--- src/rtl/uart_baud_gen_if.sv ---
// Control/status bundle for the UART baud tick generator.
// The master side issues control (enable, divisor load, resync).
// The slave side (the generator) returns tick strobes and status.
interface uart_baud_gen_if #(
  parameter int DIV_WIDTH  = 16,
  parameter int OVERSAMPLE = 16
);
  localparam int PH_W = $clog2(OVERSAMPLE);

  logic                 en;
  logic [DIV_WIDTH-1:0] div_in;
  logic                 div_load;
  logic                 resync;
  logic                 os_tick;
  logic                 baud_tick;
  logic [PH_W-1:0]      os_phase;
  logic [DIV_WIDTH-1:0] div_active;
  logic                 div_err;

  modport master (
    output en, div_in, div_load, resync,
    input  os_tick, baud_tick, os_phase, div_active, div_err
  );

  modport slave (
    input  en, div_in, div_load, resync,
    output os_tick, baud_tick, os_phase, div_active, div_err
  );
endinterface

--- src/rtl/uart_baud_gen.sv ---
// Baud-rate tick generator for the UART datapath.
// Produces single-cycle enables rather than a derived clock:
//  - os_tick every div_active clocks, for RX oversampling.
//  - baud_tick once per OVERSAMPLE os_ticks, for TX shifting.
// A divisor change is held pending until a period boundary, so no period is cut short.
// resync restarts the prescaler with the phase at mid-bit, aligning sampling to an RX start edge.
module uart_baud_gen #(
  parameter int DIV_WIDTH   = 16,
  parameter int DEFAULT_DIV = 27,
  parameter int OVERSAMPLE  = 16
) (
  input  logic              clk,
  input  logic              rst,
  uart_baud_gen_if.slave    bus
);

  localparam int PH_W = $clog2(OVERSAMPLE);

  localparam logic [DIV_WIDTH-1:0] DIV_RST   = DIV_WIDTH'(DEFAULT_DIV);
  localparam logic [PH_W-1:0]      PH_MID    = PH_W'(OVERSAMPLE / 2);
  localparam logic [PH_W-1:0]      PH_LAST   = PH_W'(OVERSAMPLE - 1);

  // A divisor below 2 would leave no room for a non-tick cycle.
  function automatic logic div_legal(input logic [DIV_WIDTH-1:0] d);
    return (d >= DIV_WIDTH'(2));
  endfunction

  logic [DIV_WIDTH-1:0] pc_q, pc_d;
  logic [PH_W-1:0]      phase_q, phase_d;
  logic [DIV_WIDTH-1:0] div_q, div_d;
  logic [DIV_WIDTH-1:0] pend_q, pend_d;
  logic                 pend_vld_q, pend_vld_d;
  logic                 os_tick_q, os_tick_d;
  logic                 baud_tick_q, baud_tick_d;
  logic                 div_err_q, div_err_d;

  logic                 wrap_s;
  logic                 load_ok_s;
  logic                 apply_s;

  assign wrap_s    = (pc_q == (div_q - DIV_WIDTH'(1)));
  assign load_ok_s = bus.div_load & div_legal(bus.div_in);
  // Divisor changes are taken only where the current period is finished or abandoned.
  // That is: at a wrap, at resync, or while frozen, since no wrap will come while frozen.
  assign apply_s   = bus.resync | ~bus.en | wrap_s;

  // Prescaler, oversample phase and tick strobes.
  always_comb begin
    pc_d        = pc_q;
    phase_d     = phase_q;
    os_tick_d   = 1'b0;
    baud_tick_d = 1'b0;
    if (bus.resync) begin
      pc_d    = '0;
      phase_d = PH_MID;
    end else if (bus.en) begin
      if (wrap_s) begin
        pc_d        = '0;
        os_tick_d   = 1'b1;
        phase_d     = phase_q + PH_W'(1);
        baud_tick_d = (phase_q == PH_LAST);
      end else begin
        pc_d = pc_q + DIV_WIDTH'(1);
      end
    end else begin
      pc_d    = pc_q;
      phase_d = phase_q;
    end
  end

  // Divisor pending/apply logic and illegal-load reporting.
  always_comb begin
    div_d      = div_q;
    pend_d     = pend_q;
    pend_vld_d = pend_vld_q;
    div_err_d  = bus.div_load & ~div_legal(bus.div_in);
    if (apply_s) begin
      // A load arriving on the boundary edge itself governs the very next period.
      if (load_ok_s) begin
        div_d      = bus.div_in;
        pend_vld_d = 1'b0;
      end else if (pend_vld_q) begin
        div_d      = pend_q;
        pend_vld_d = 1'b0;
      end else begin
        div_d      = div_q;
      end
    end else begin
      if (load_ok_s) begin
        pend_d     = bus.div_in;
        pend_vld_d = 1'b1;
      end else begin
        pend_d     = pend_q;
      end
    end
  end

  // State registers with synchronous reset overriding resync and pending loads.
  always_ff @(posedge clk) begin
    if (rst) begin
      pc_q        <= '0;
      phase_q     <= '0;
      div_q       <= DIV_RST;
      pend_q      <= '0;
      pend_vld_q  <= 1'b0;
      os_tick_q   <= 1'b0;
      baud_tick_q <= 1'b0;
      div_err_q   <= 1'b0;
    end else begin
      pc_q        <= pc_d;
      phase_q     <= phase_d;
      div_q       <= div_d;
      pend_q      <= pend_d;
      pend_vld_q  <= pend_vld_d;
      os_tick_q   <= os_tick_d;
      baud_tick_q <= baud_tick_d;
      div_err_q   <= div_err_d;
    end
  end

  assign bus.os_tick    = os_tick_q;
  assign bus.baud_tick  = baud_tick_q;
  assign bus.os_phase   = phase_q;
  assign bus.div_active = div_q;
  assign bus.div_err    = div_err_q;

endmodule

--- src/flat_wrapper.sv ---
// flat-port wrapper written by rule: the top's interface ports become plain ports
module uart_baud_gen_flat 
#(
  parameter int DIV_WIDTH   = 16,
  parameter int DEFAULT_DIV = 27,
  parameter int OVERSAMPLE  = 16
)
  (clk, rst, bus_en, bus_div_in, bus_div_load, bus_resync, bus_os_tick, bus_baud_tick, bus_os_phase, bus_div_active, bus_div_err);
  uart_baud_gen_if #(.DIV_WIDTH(DIV_WIDTH), .OVERSAMPLE(OVERSAMPLE)) bus_i ();
  input  logic clk;
  input  logic rst;
  input wire logic [$bits(bus_i.en)-1:0] bus_en;
  input wire logic [$bits(bus_i.div_in)-1:0] bus_div_in;
  input wire logic [$bits(bus_i.div_load)-1:0] bus_div_load;
  input wire logic [$bits(bus_i.resync)-1:0] bus_resync;
  output wire logic [$bits(bus_i.os_tick)-1:0] bus_os_tick;
  output wire logic [$bits(bus_i.baud_tick)-1:0] bus_baud_tick;
  output wire logic [$bits(bus_i.os_phase)-1:0] bus_os_phase;
  output wire logic [$bits(bus_i.div_active)-1:0] bus_div_active;
  output wire logic [$bits(bus_i.div_err)-1:0] bus_div_err;
  assign bus_i.en = bus_en;
  assign bus_i.div_in = bus_div_in;
  assign bus_i.div_load = bus_div_load;
  assign bus_i.resync = bus_resync;
  assign bus_os_tick = bus_i.os_tick;
  assign bus_baud_tick = bus_i.baud_tick;
  assign bus_os_phase = bus_i.os_phase;
  assign bus_div_active = bus_i.div_active;
  assign bus_div_err = bus_i.div_err;
  uart_baud_gen #(.DIV_WIDTH(DIV_WIDTH), .DEFAULT_DIV(DEFAULT_DIV), .OVERSAMPLE(OVERSAMPLE)) u_core (.clk(clk), .rst(rst), .bus(bus_i));
endmodule
--- config.mk ---
export PLATFORM = sky130hd
export DESIGN_NAME = uart_baud_gen_flat
export DESIGN_NICKNAME = d
export VERILOG_FILES = /design/src/rtl/uart_baud_gen_if.sv /design/src/rtl/uart_baud_gen.sv /design/src/flat_wrapper.sv
export SDC_FILE = /design/constraint.sdc
export NUM_CORES = 1
export LEC_CHECK = 0
export CAP_MARGIN = 20
export CORE_MARGIN = 3
export CORE_UTILIZATION = 50
export DETAILED_ROUTE_END_ITERATION = 16
export GPL_TIMING_DRIVEN = 0
export PLACE_DENSITY_LB_ADDON = 0.08
export SLEW_MARGIN = 20
export SYNTH_ARGS = -nofsm -noshare
export SYNTH_HDL_FRONTEND = slang
export SYNTH_SLANG_ARGS = --single-unit
--- constraint.sdc ---
create_clock -name clk -period 2.9 [get_ports clk]
set_clock_uncertainty 0.2 [all_clocks]
set_input_delay 0.58 -clock clk [delete_from_list [all_inputs] [get_ports clk]]
set_output_delay 0.58 -clock clk [all_outputs]
set_load 0.01 [all_outputs]
==> results.md, run 1 <==
* Largest voltage drop on the vdd net at 0.2769 mV
* Io pins at 44
* Cell leakage power at 0.001511 uW
* Post-synthesis cell count at 368
* Busiest metal layer after global routing: met2
* Count of synthesis-stage warnings from yosys at 0
* Power Dens Cells at 397.0 nW/um^2
* Number of vias in the routed layout at 3007
* Adder and majority gate portion of the synthesized area at 1.175%
* Clock Power Share at 27.2%
* Worst slew slack as a fraction of its limit at 38.05%
* Sinks on Clock Net at 56
* Combinational family with the most area after synthesis: simple AND/OR/NAND/NOR gates
* First-pass GRT wire length at 14.11 mm
* Critical path startpoint category: flip-flop
* DP Wirelength at 5.909 mm
* Netlist cell types at 60
* Number of filler cells placed in the layout at 493
* Largest buffer count on any clock path at 2
* Number of max-slew violations in the final report at 0
* Mapped Nets at 392
* Overall routed net length at 8.643 mm
* Share of the yosys chip area belonging to registers at 35.08%
* Predominant post-synthesis flop cell: sky130_fd_sc_hd__dfxtp_1
* Int Power at 1181 uW
* Hold-fix buffer count after cts at 0
* Post-layout nets at 461
* Number of global-route vias before repair at 2938
* Routed wire length per instance at 16.85 um
* Maximum Capacitance Violations at 0
* Total power draw at 1695 uW
* Number of iterations in the first detailed-routing pass at 4
* Transition at the pin with the smallest max-transition slack at 929.3 ps
* Syn_area_per_cell at 8.684 sq um
* X dimension of the die at 85.95 um
* GR met3 Demand/Resource at 3.266%
* Status: complete, but fails checks
* Number of antenna violations at the first check in global routing at 0
* Sw Ratio at 30.35%
* Highest net fanout along the worst path at 7
* Setup tns final at -5364 ps
* Critical Path Slowest Stage Cell: sky130_fd_sc_hd__or4b_4
* Number of H-tree levels at 2
* Input/output buffers at 43
* Total global routing track utilization at 23.80%
* Final setup fails at 48
* Routing usage on met2 at 42.33%
* FMAX at 0.3218 GHz
* Share of layout cells above drive strength 1 at 21.23%
* Area growth from synthesis to layout at 33.63%
* Antenna Nets Post-Route at 0
* Clock transition at the registers of the reported paths at 110 ps
* Ys async rst share at 0%
* Final Cycle Share at 107.2%
* Clock insertion delay at the later pin of the skew report at 320 ps
* Portion of netlist area occupied by mux cells at 3.876%
* Commonest cells after routing, fill and taps aside: sky130_fd_sc_hd__dfxtp_1, sky130_fd_sc_hd__clkdlybuf4s50_1, sky130_fd_sc_hd__nor2_1
* Worst setup slack for register-to-register paths at -210 ps
* Via density at 5.862
* Inserted Diodes at 0
* Met1 Track Usage GR at 29.54%
* Simple-gate area share of the yosys netlist at 26.74%
* Fraction of the mapped netlist area in compound gates at 18.44%
* Congestion Overflow GR at 0
* Most common library cell in the layout ignoring fill and taps: sky130_fd_sc_hd__dfxtp_1
* Die height at 85.95 um
* Setup WS pre-CTS at -792.1 ps
* Nature of the critical path endpoint: flip-flop
* Pin count of the biggest net entering global routing at 20
* Failing checks: negative setup slack
* Die Outline Area at 7387 sq um
* DRC violation total after the first TritonRoute iteration at 106
* Setup repair after global routing missed its margin: true
* Final setup margin at -207.7 ps
* Power share of the sequential group at 50.3%
* Class of the worst hold path: flip-flop to flip-flop
* Post-layout minimum cycle time at 3108 ps
* EDFF count, synth at 0
* Placeable core area at 6061 sq um
* List of cells traversed by the critical path: nor3_4 > nand2_1 > or4_1 > a22oi_2 > or4b_4 > buf_6 > or3_4 > a21oi_2
* Required arrival time at the worst endpoint at 2950 ps
* Post-route DRC at 0
* Last weighted congestion value of the routability-driven placer at 0.8391
* Sw power at 514.5 uW
* Number of clock buffers inserted by TritonCTS at 5
* Post-Synth XOR/XNOR Area at 8.222%
* Worst EP arrival at 3160 ps
* CP peak stage delay at 580 ps
* Post-Syn Area at 3196 sq um
* Type of the worst setup path: flip-flop to flip-flop
* Flip-flop and latch count after synthesis at 56
* Row Count at 28
* Final number of hold-violating endpoints at 0
* Starting density of the core at 52.73%
* Logic pwr share at 22.5%
* Clock tree root buffer cell: sky130_fd_sc_hd__clkbuf_8
* TritonCTS clock tree: done
[critical path, delay by kind of cell (launching register included)]
| kind | cells | cell delay [ps] |
|---|---|---|
| and+or+nand+nor | 5 | 1930 |
| DFF | 1 | 380 |
| AOI/OAI and AO/OA | 2 | 370 |
| buffers and inverters | 1 | 170 |
[what timing repair did]
action | in CTS | in global routing
gates resized for setup | 36 | 41
endpoints found under the setup margin | 55 | 55
setup buffers | 22 | 5
pin swaps | 23 | 9
gates cloned | 2 | 1
[cells by family after synthesis]
logic type,after synthesis
and+or+nand+nor,155
adders and majority gates,3
muxes,12
buffers and inverters,44
xor gates and xnor gates,30
DFF,56
AOI/OAI and AO/OA,68
[metrics by stage]
step / util [%] / cells / instance area (sq um) / hold slack (ps)
floorplan: - / 368 / 3213 / 234.7
global placement: 61.66 / 486 / 3737 / 249.4
detailed placement: 61.66 / 486 / 3737 / 259.7
CTS: 67.82 / 514 / 4110 / 282.4
global route: 70.46 / 513 / 4270 / 309.0
finish: 70.46 / 513 / 4270 / 281.7
[flip-flops by register name (all words and copies together), names as in the netlist]
| signal | count |
|---|---|
| u_core.pend_vld_q | 1 |
| u_core.pend_q | 16 |
| u_core.bus.baud_tick | 1 |
| u_core.bus.os_tick | 1 |
| u_core.bus.div_active | 16 |
| u_core.bus.os_phase | 4 |
| u_core.bus.div_err | 1 |
| u_core.pc_q | 16 |
[cell usage after synthesis (all sizes together), types with 6 or more instances]
cell | number | area share (%)
nor3 | 8 | 1.4
nor2 | 42 | 4.9
xor2 | 14 | 3.8
a311oi | 12 | 3.3
inv | 17 | 2.0
and3 | 9 | 1.9
or3 | 6 | 1.2
o22a | 12 | 3.3
nand2b | 12 | 2.3
dfxtp | 56 | 35
nand4 | 17 | 3.3
nand3 | 13 | 2.0
buf | 11 | 2.5
a21oi | 6 | 0.94
o31ai | 12 | 4.4
nor2b | 13 | 2.5
xnor2 | 16 | 4.4
nand2 | 14 | 1.6
mux2i | 9 | 2.8
clkbuf | 15 | 1.8
[power groups by stage]
stage	registers [uW]	clock network [uW]	logic, uW
floorplan	860	0	186
global placement	860	0	313
detailed placement	861	0	317
CTS	845	474	370
global route	858	504	413
finish	852	462	382
[final timing paths]
check                      endpoint                startpoint  cells past startpoint
max          u_core.bus.os_phase[0]  u_core.bus.div_active[3]                      8
min                u_core.pend_q[3]          u_core.pend_q[3]                      2
max reg2reg  u_core.bus.os_phase[0]  u_core.bus.div_active[3]                      8
min reg2reg        u_core.pend_q[3]          u_core.pend_q[3]                      2
[final cells by class]
cell class | count | area [sq um] | area share [%]
Multi-Input combinational cell | 268 | 2095 | 49.05
Sequential cell | 56 | 1139 | 26.66
Timing Repair Buffer | 67 | 661.9 | 15.50
Buffer | 21 | 117.6 | 2.754
Tap cell | 75 | 93.84 | 2.197
Clock buffer | 5 | 68.82 | 1.611
Inverter | 18 | 67.56 | 1.582
Clock inverter | 3 | 27.53 | 0.6446
[layer usage]
metal	part of all wire, %	up-vias
met5	0	-
met3	3.2	9
li1	-	1475
met2	51	65
met1	45	1458
met4	1.2	0
(Power assumes the default switching activity.)
==> run 2, diff against run 1 <==
--- a/config.mk
+++ b/config.mk
@@ -7,7 +7,7 @@
 export LEC_CHECK = 0
 export CAP_MARGIN = 20
 export CORE_MARGIN = 3
-export CORE_UTILIZATION = 50
+export CORE_UTILIZATION = 55
 export DETAILED_ROUTE_END_ITERATION = 16
 export GPL_TIMING_DRIVEN = 0
 export PLACE_DENSITY_LB_ADDON = 0.08
==> constraint.sdc (replaced) <==
create_clock -name clk -period 3.9 [get_ports clk]
set_clock_uncertainty 0.2 [all_clocks]
set_input_delay 0.78 -clock clk [delete_from_list [all_inputs] [get_ports clk]]
set_output_delay 0.78 -clock clk [all_outputs]
set_load 0.01 [all_outputs]
==> run 2 against run 1 <==
The run now ends clean. Routed wire length down 12%. Utilization down 2.0 points. Combinational power is 39% lower. Worst setup slack improved by 460 ps. Worst hold slack worse by 0.60 ps. Power decreased by 29%. Die area down 8.5%. Critical path type unchanged. Critical endpoint is now u_core.pc_q[8]. Largest power group unchanged.
==> results.md, run 2 (synthesis gave the netlist of run 1 again) <==
* Termination of the worst setup path: u_core.pc_q[8]
* Number of vias in the routed layout at 2868
* Capturing point of the worst reg2reg path: u_core.pc_q[8]
* First-pass GRT wire length at 12.59 mm
* Logic depth of the worst path, buffers included at 10
* Critical Path Slowest Stage Cell: sky130_fd_sc_hd__or4_4
* Area after detailed placement at 3716 sq um
* Buf/Inv on CP at 3
* Clock insertion delay at the later pin of the skew report at 320 ps
* Post-route DRC at 0
* Placeable core area at 5574 sq um
* Last weighted congestion value of the routability-driven placer at 0.9039
* Nature of the critical path endpoint: flip-flop
* Antenna Nets Post-Route at 0
* Overall routed net length at 7.563 mm
* Number of filler cells placed in the layout at 462
* Number of iterations in the first detailed-routing pass at 4
* Count of cells along the worst register-to-register path at 10
* DP Wirelength at 5.670 mm
* Origin of the worst setup path: u_core.bus.div_active[9]
* Final setup fails at 0
* Die Outline Area at 6761 sq um
* Clock tree root buffer cell: sky130_fd_sc_hd__clkbuf_8
* Type of the worst setup path: flip-flop to flip-flop
* Number of max-slew violations in the final report at 0
* Maximum Capacitance Violations at 0
* Sinks on Clock Net at 56
* Area growth from synthesis to layout at 19.46%
* TritonCTS clock tree: done
* Share of layout cells above drive strength 1 at 9.069%
* Cell leakage power at 0.001356 uW
* Transition at the pin with the smallest max-transition slack at 725.3 ps
* Worst slew slack as a fraction of its limit at 51.52%
* Pin count of the biggest net entering global routing at 20
* Class of the worst hold path: flip-flop to flip-flop
* Clock transition at the registers of the reported paths at 110 ps
* Congestion Overflow GR at 0
* Final number of hold-violating endpoints at 0
* Setup repair after global routing missed its margin: false
* Post-layout minimum cycle time at 3647 ps
* DRC violation total after the first TritonRoute iteration at 172
* Largest buffer count on any clock path at 2
* Power Dens Cells at 315.0 nW/um^2
* Number of H-tree levels at 2
* Post-layout nets at 442
* Highest net fanout along the worst path at 10
* Worst EP arrival at 3660 ps
* Number of clock buffers inserted by TritonCTS at 5
* Number of global-route vias before repair at 2743
* Routed wire length per instance at 15.40 um
* Row Count at 27
* CP peak stage delay at 520 ps
* Setup tns final at 0 ps
* Final Cycle Share at 93.51%
* FMAX at 0.2742 GHz
* Input/output buffers at 43
* Number of antenna violations at the first check in global routing at 0
* Cell family with the largest share of critical-path delay: simple AND/OR/NAND/NOR gates
* Die height at 82.23 um
* Inserted Diodes at 0
* Hold-fix buffer count after cts at 0
* Largest voltage drop on the vdd net at 0.2223 mV
* Status: finished clean
* Via density at 5.841
* Total global routing track utilization at 23.90%
* Starting density of the core at 57.33%
* Required arrival time at the worst endpoint at 3910 ps
* Commonest cells after routing, fill and taps aside: sky130_fd_sc_hd__dfxtp_1, sky130_fd_sc_hd__clkdlybuf4s50_1, sky130_fd_sc_hd__nor2_1
* Worst reg2reg startpoint: u_core.bus.div_active[9]
* Most common library cell in the layout ignoring fill and taps: sky130_fd_sc_hd__dfxtp_1
* Io pins at 44
* Worst Hold Launch: u_core.pend_q[4]
* List of cells traversed by the critical path: clkbuf_2 > or4_4 > or3_1 > a211o_1 > a22oi_2 > or4b_1 > buf_6 > o21ai_1 > buf_2 > nor2_1
* Post-route cell area at 3817 sq um
* Critical path startpoint category: flip-flop
* X dimension of the die at 82.23 um
* Worst setup slack for register-to-register paths at 250 ps
[run 2: cell count changes in the layout (fill, tap and decap cells not counted), sizes merged]
cell	delta
buf	-19
[run 2: worst min-delay path by stage]
stage                  endpoint  slack, ps  cells past startpoint
5_1_grt        u_core.pend_q[0]        310                      2
3_5_place_dp   u_core.pend_q[4]        260                      2
6_report       u_core.pend_q[4]        280                      2
2_1_floorplan  u_core.pend_q[5]        240                      2
4_1_cts        u_core.pend_q[4]        280                      2
3_3_place_gp   u_core.pend_q[3]        260                      2
[run 2: where the power goes]
part	switching, uW	internal (uW)	total (uW)
registers	31.3	596	627
clock network	210	132	343
logic	114	119	233
total	355	847	1200
[run 2: layout make-up]
cell class              instances  area [sq um]  area share (%)
inverters                      18         67.56           1.770
repair buffers                 43         430.4           11.28
well taps                      72         90.09           2.360
clock inverters                 3         27.53          0.7211
clock buffers                   5         68.82           1.803
plain buffers                  26         138.9           3.638
multi-input cells             268          1873           49.07
flip-flops and latches         56          1121           29.37
[run 2: worst reg2reg max path: cells and delay by family, from the launching register on]
family          cells  cell delay, ps
flops               1             330
compound gates      3             930
buf+inv             3             660
simple gates        4            1420
[run 2: stage by stage]
step                total power (uW)  utilization [%]  worst slack [ps]  std cells  hold slack (ps)
global route                    1257            68.48             74.94        491            311.6
floorplan                      774.9                -             673.1        368            242.7
CTS                             1210            68.40             199.5        491            282.1
global placement               867.8            66.67             247.0        483            258.4
detailed placement             871.6            66.67             214.3        483            263.2
finish                          1203            68.48             253.1        491            281.1
[run 2: routing by layer]
layer	global-route usage, %	wire length [um]
met5	0	0
met4	8.306	91
met3	4.772	368
met2	38.78	3678
met1	31.44	3425
[run 2: what timing repair did]
item,4_1_cts,5_1_grt
setup endpoints to repair,0,10
buffers inserted,0,0
resized for setup,0,1
==> run 3, diff against run 2 <==
--- a/config.mk
+++ b/config.mk
@@ -8,9 +8,10 @@
 export CAP_MARGIN = 20
 export CORE_MARGIN = 3
 export CORE_UTILIZATION = 55
+export CTS_CLUSTER_SIZE = 25
 export DETAILED_ROUTE_END_ITERATION = 16
 export GPL_TIMING_DRIVEN = 0
-export PLACE_DENSITY_LB_ADDON = 0.08
+export PLACE_DENSITY_LB_ADDON = 0.25
 export SLEW_MARGIN = 20
 export SYNTH_ARGS = -nofsm -noshare
 export SYNTH_HDL_FRONTEND = slang
==> run 3 against run 2 <==
Register-to-register slack worse by 30 ps. Global-route usage up 0.42 points. Fmax down 0.87%.
==> results.md, run 3 (synthesis gave the netlist of run 1 again) <==
* Total power draw at 1200 uW
* Int Power at 842.6 uW
* Power share of the sequential group at 52.2%
* Cell leakage power at 0.001349 uW
* Utilization after layout at 68.33%
* Maximum Capacitance Violations at 0
* Critical path startpoint category: flip-flop
* Final number of hold-violating endpoints at 0
* Type of the worst setup path: flip-flop to flip-flop
* Number of filler cells placed in the layout at 493
* Total global routing track utilization at 24.31%
* Worst setup slack for register-to-register paths at 220 ps
* Clock insertion delay at the later pin of the skew report at 320 ps
* Worst slew slack as a fraction of its limit at 52.04%
* DRC violation total after the first TritonRoute iteration at 165
* Area growth from synthesis to layout at 19.19%
* Register area at 1121 sq um
* Setup tns final at 0 ps
* Clock tree root buffer cell: sky130_fd_sc_hd__clkbuf_8
* Status: finished clean
* Number of vias in the routed layout at 2883
* TritonCTS clock tree: done
* Required arrival time at the worst endpoint at 3920 ps
* Row Count at 27
* Largest voltage drop on the vdd net at 0.1926 mV
* Post-layout nets at 442
* Number of clock buffers inserted by TritonCTS at 5
* Highest net fanout along the worst path at 10
* Antenna Nets Post-Route at 0
* X dimension of the die at 82.23 um
* Overall routed net length at 7.833 mm
* Share of layout cells above drive strength 1 at 8.831%
* Worst reg2reg startpoint: u_core.bus.div_active[3]
* Sinks on Clock Net at 56
* Hold Crit Depth at 2
* Pin count of the biggest net entering global routing at 19
* Clock transition at the registers of the reported paths at 110 ps
* Post-CTS setup buffers at 0
* Multi-input logic area at 1868 sq um
* Final setup fails at 0
* Io pins at 44
* Starting density of the core at 57.33%
* Commonest cells after routing, fill and taps aside: sky130_fd_sc_hd__dfxtp_1, sky130_fd_sc_hd__clkdlybuf4s50_1, sky130_fd_sc_hd__nor2_1
* Transition at the pin with the smallest max-transition slack at 717.5 ps
* Power Dens Cells at 315.0 nW/um^2
* Post-route DRC at 0
* Die height at 82.23 um
* Die Outline Area at 6761 sq um
* Setup repair after global routing missed its margin: false
* Last weighted congestion value of the routability-driven placer at 0.9052
* DP Wirelength at 5.941 mm
* Class of the worst hold path: flip-flop to flip-flop
* Capturing point of the worst reg2reg path: u_core.pc_q[7]
* Hold-critical path endpoint: u_core.pend_q[2]
* Inserted Diodes at 0
* Number of max-slew violations in the final report at 0
* Worst EP arrival at 3690 ps
* Input/output buffers at 43
* Post-layout minimum cycle time at 3679 ps
* Placeable core area at 5574 sq um
* Post-cts sizing count at 0
* Sw Ratio at 29.75%
* Count of cells along the worst register-to-register path at 9
* Most common library cell in the layout ignoring fill and taps: sky130_fd_sc_hd__dfxtp_1
* First-pass GRT wire length at 12.85 mm
* Congestion Overflow GR at 0
* Final Cycle Share at 94.33%
* Nature of the critical path endpoint: flip-flop
* Via density at 5.872
* Hold-fix buffer count after cts at 0
* Number of antenna violations at the first check in global routing at 0
* Routed wire length per instance at 15.95 um
* Largest buffer count on any clock path at 2
* Number of H-tree levels at 2
* Logic pwr share at 19.6%
* Worst Hold Launch: u_core.pend_q[2]
* Sw power at 356.9 uW
* Number of global-route vias before repair at 2760
* Clock Power Share at 28.2%
* FMAX at 0.2718 GHz
* Number of iterations in the first detailed-routing pass at 5
run 3: area by class of cell:
type | count | area share [%]
tap | 72 | 2.365
multi-input combinational | 268 | 49.05
clock inverter | 3 | 0.6242
buffer | 26 | 3.647
inverter | 18 | 1.774
clock buffer | 5 | 1.807
timing repair buffer | 43 | 11.30
sequential | 56 | 29.44
run 3: through the flow:
stage,cells,area (sq um),setup slack (ps),hold WS (ps)
after global routing,491,3809,29.95,308.7
after global placement,483,3716,277.1,256.9
after detailed placement,483,3716,254.5,262.9
after CTS,491,3809,234.6,283.2
after floorplan,368,3196,673.1,242.7
final,491,3809,221.1,286.8
run 3: how the worst max path moves through the flow:
stage                             start                   endpoint  slack [ps]  cells past startpoint
5_1_grt        u_core.bus.div_active[3]             u_core.pc_q[9]          30                      9
3_3_place_gp   u_core.bus.div_active[3]            u_core.pc_q[14]         280                      9
4_1_cts        u_core.bus.div_active[3]             u_core.pc_q[7]         230                      9
6_report       u_core.bus.div_active[3]             u_core.pc_q[7]         220                      9
3_5_place_dp              bus_div_in[1]  u_core.bus.div_active[13]         250                      9
2_1_floorplan  u_core.bus.div_active[8]          u_core.pend_q[10]         670                     11
run 3: power by group through the flow:
stage                     Sequential [uW]  Clock (uW)  Combinational, uW
after floorplan                       639           0                136
after global placement                637           0                228
after detailed placement              639           0                233
after CTS                             625         336                235
after global routing                  629         358                256
final                                 626         339                235
run 3: per-layer routing:
layer	wire [um]	GRT usage, %	vias to the layer above	share of wire, %
met2	3956	43.11	81	51
met3	341	3.254	9	4.4
li1	-	-	1440	-
met4	93	6.645	0	1.2
met1	3442	30.66	1353	44
met5	0	0	-	0
run 3: worst max-delay path, stage by stage (launching register included):
cell and delay (ps):
sky130_fd_sc_hd__dfxtp_1 410, sky130_fd_sc_hd__nor3_1 510, sky130_fd_sc_hd__nand2_1 230, sky130_fd_sc_hd__or4_1 530, sky130_fd_sc_hd__a22oi_2 230, sky130_fd_sc_hd__or4b_1 470
sky130_fd_sc_hd__buf_6 170, sky130_fd_sc_hd__o21ai_1 420, sky130_fd_sc_hd__buf_2 310, sky130_fd_sc_hd__nor2_1 80
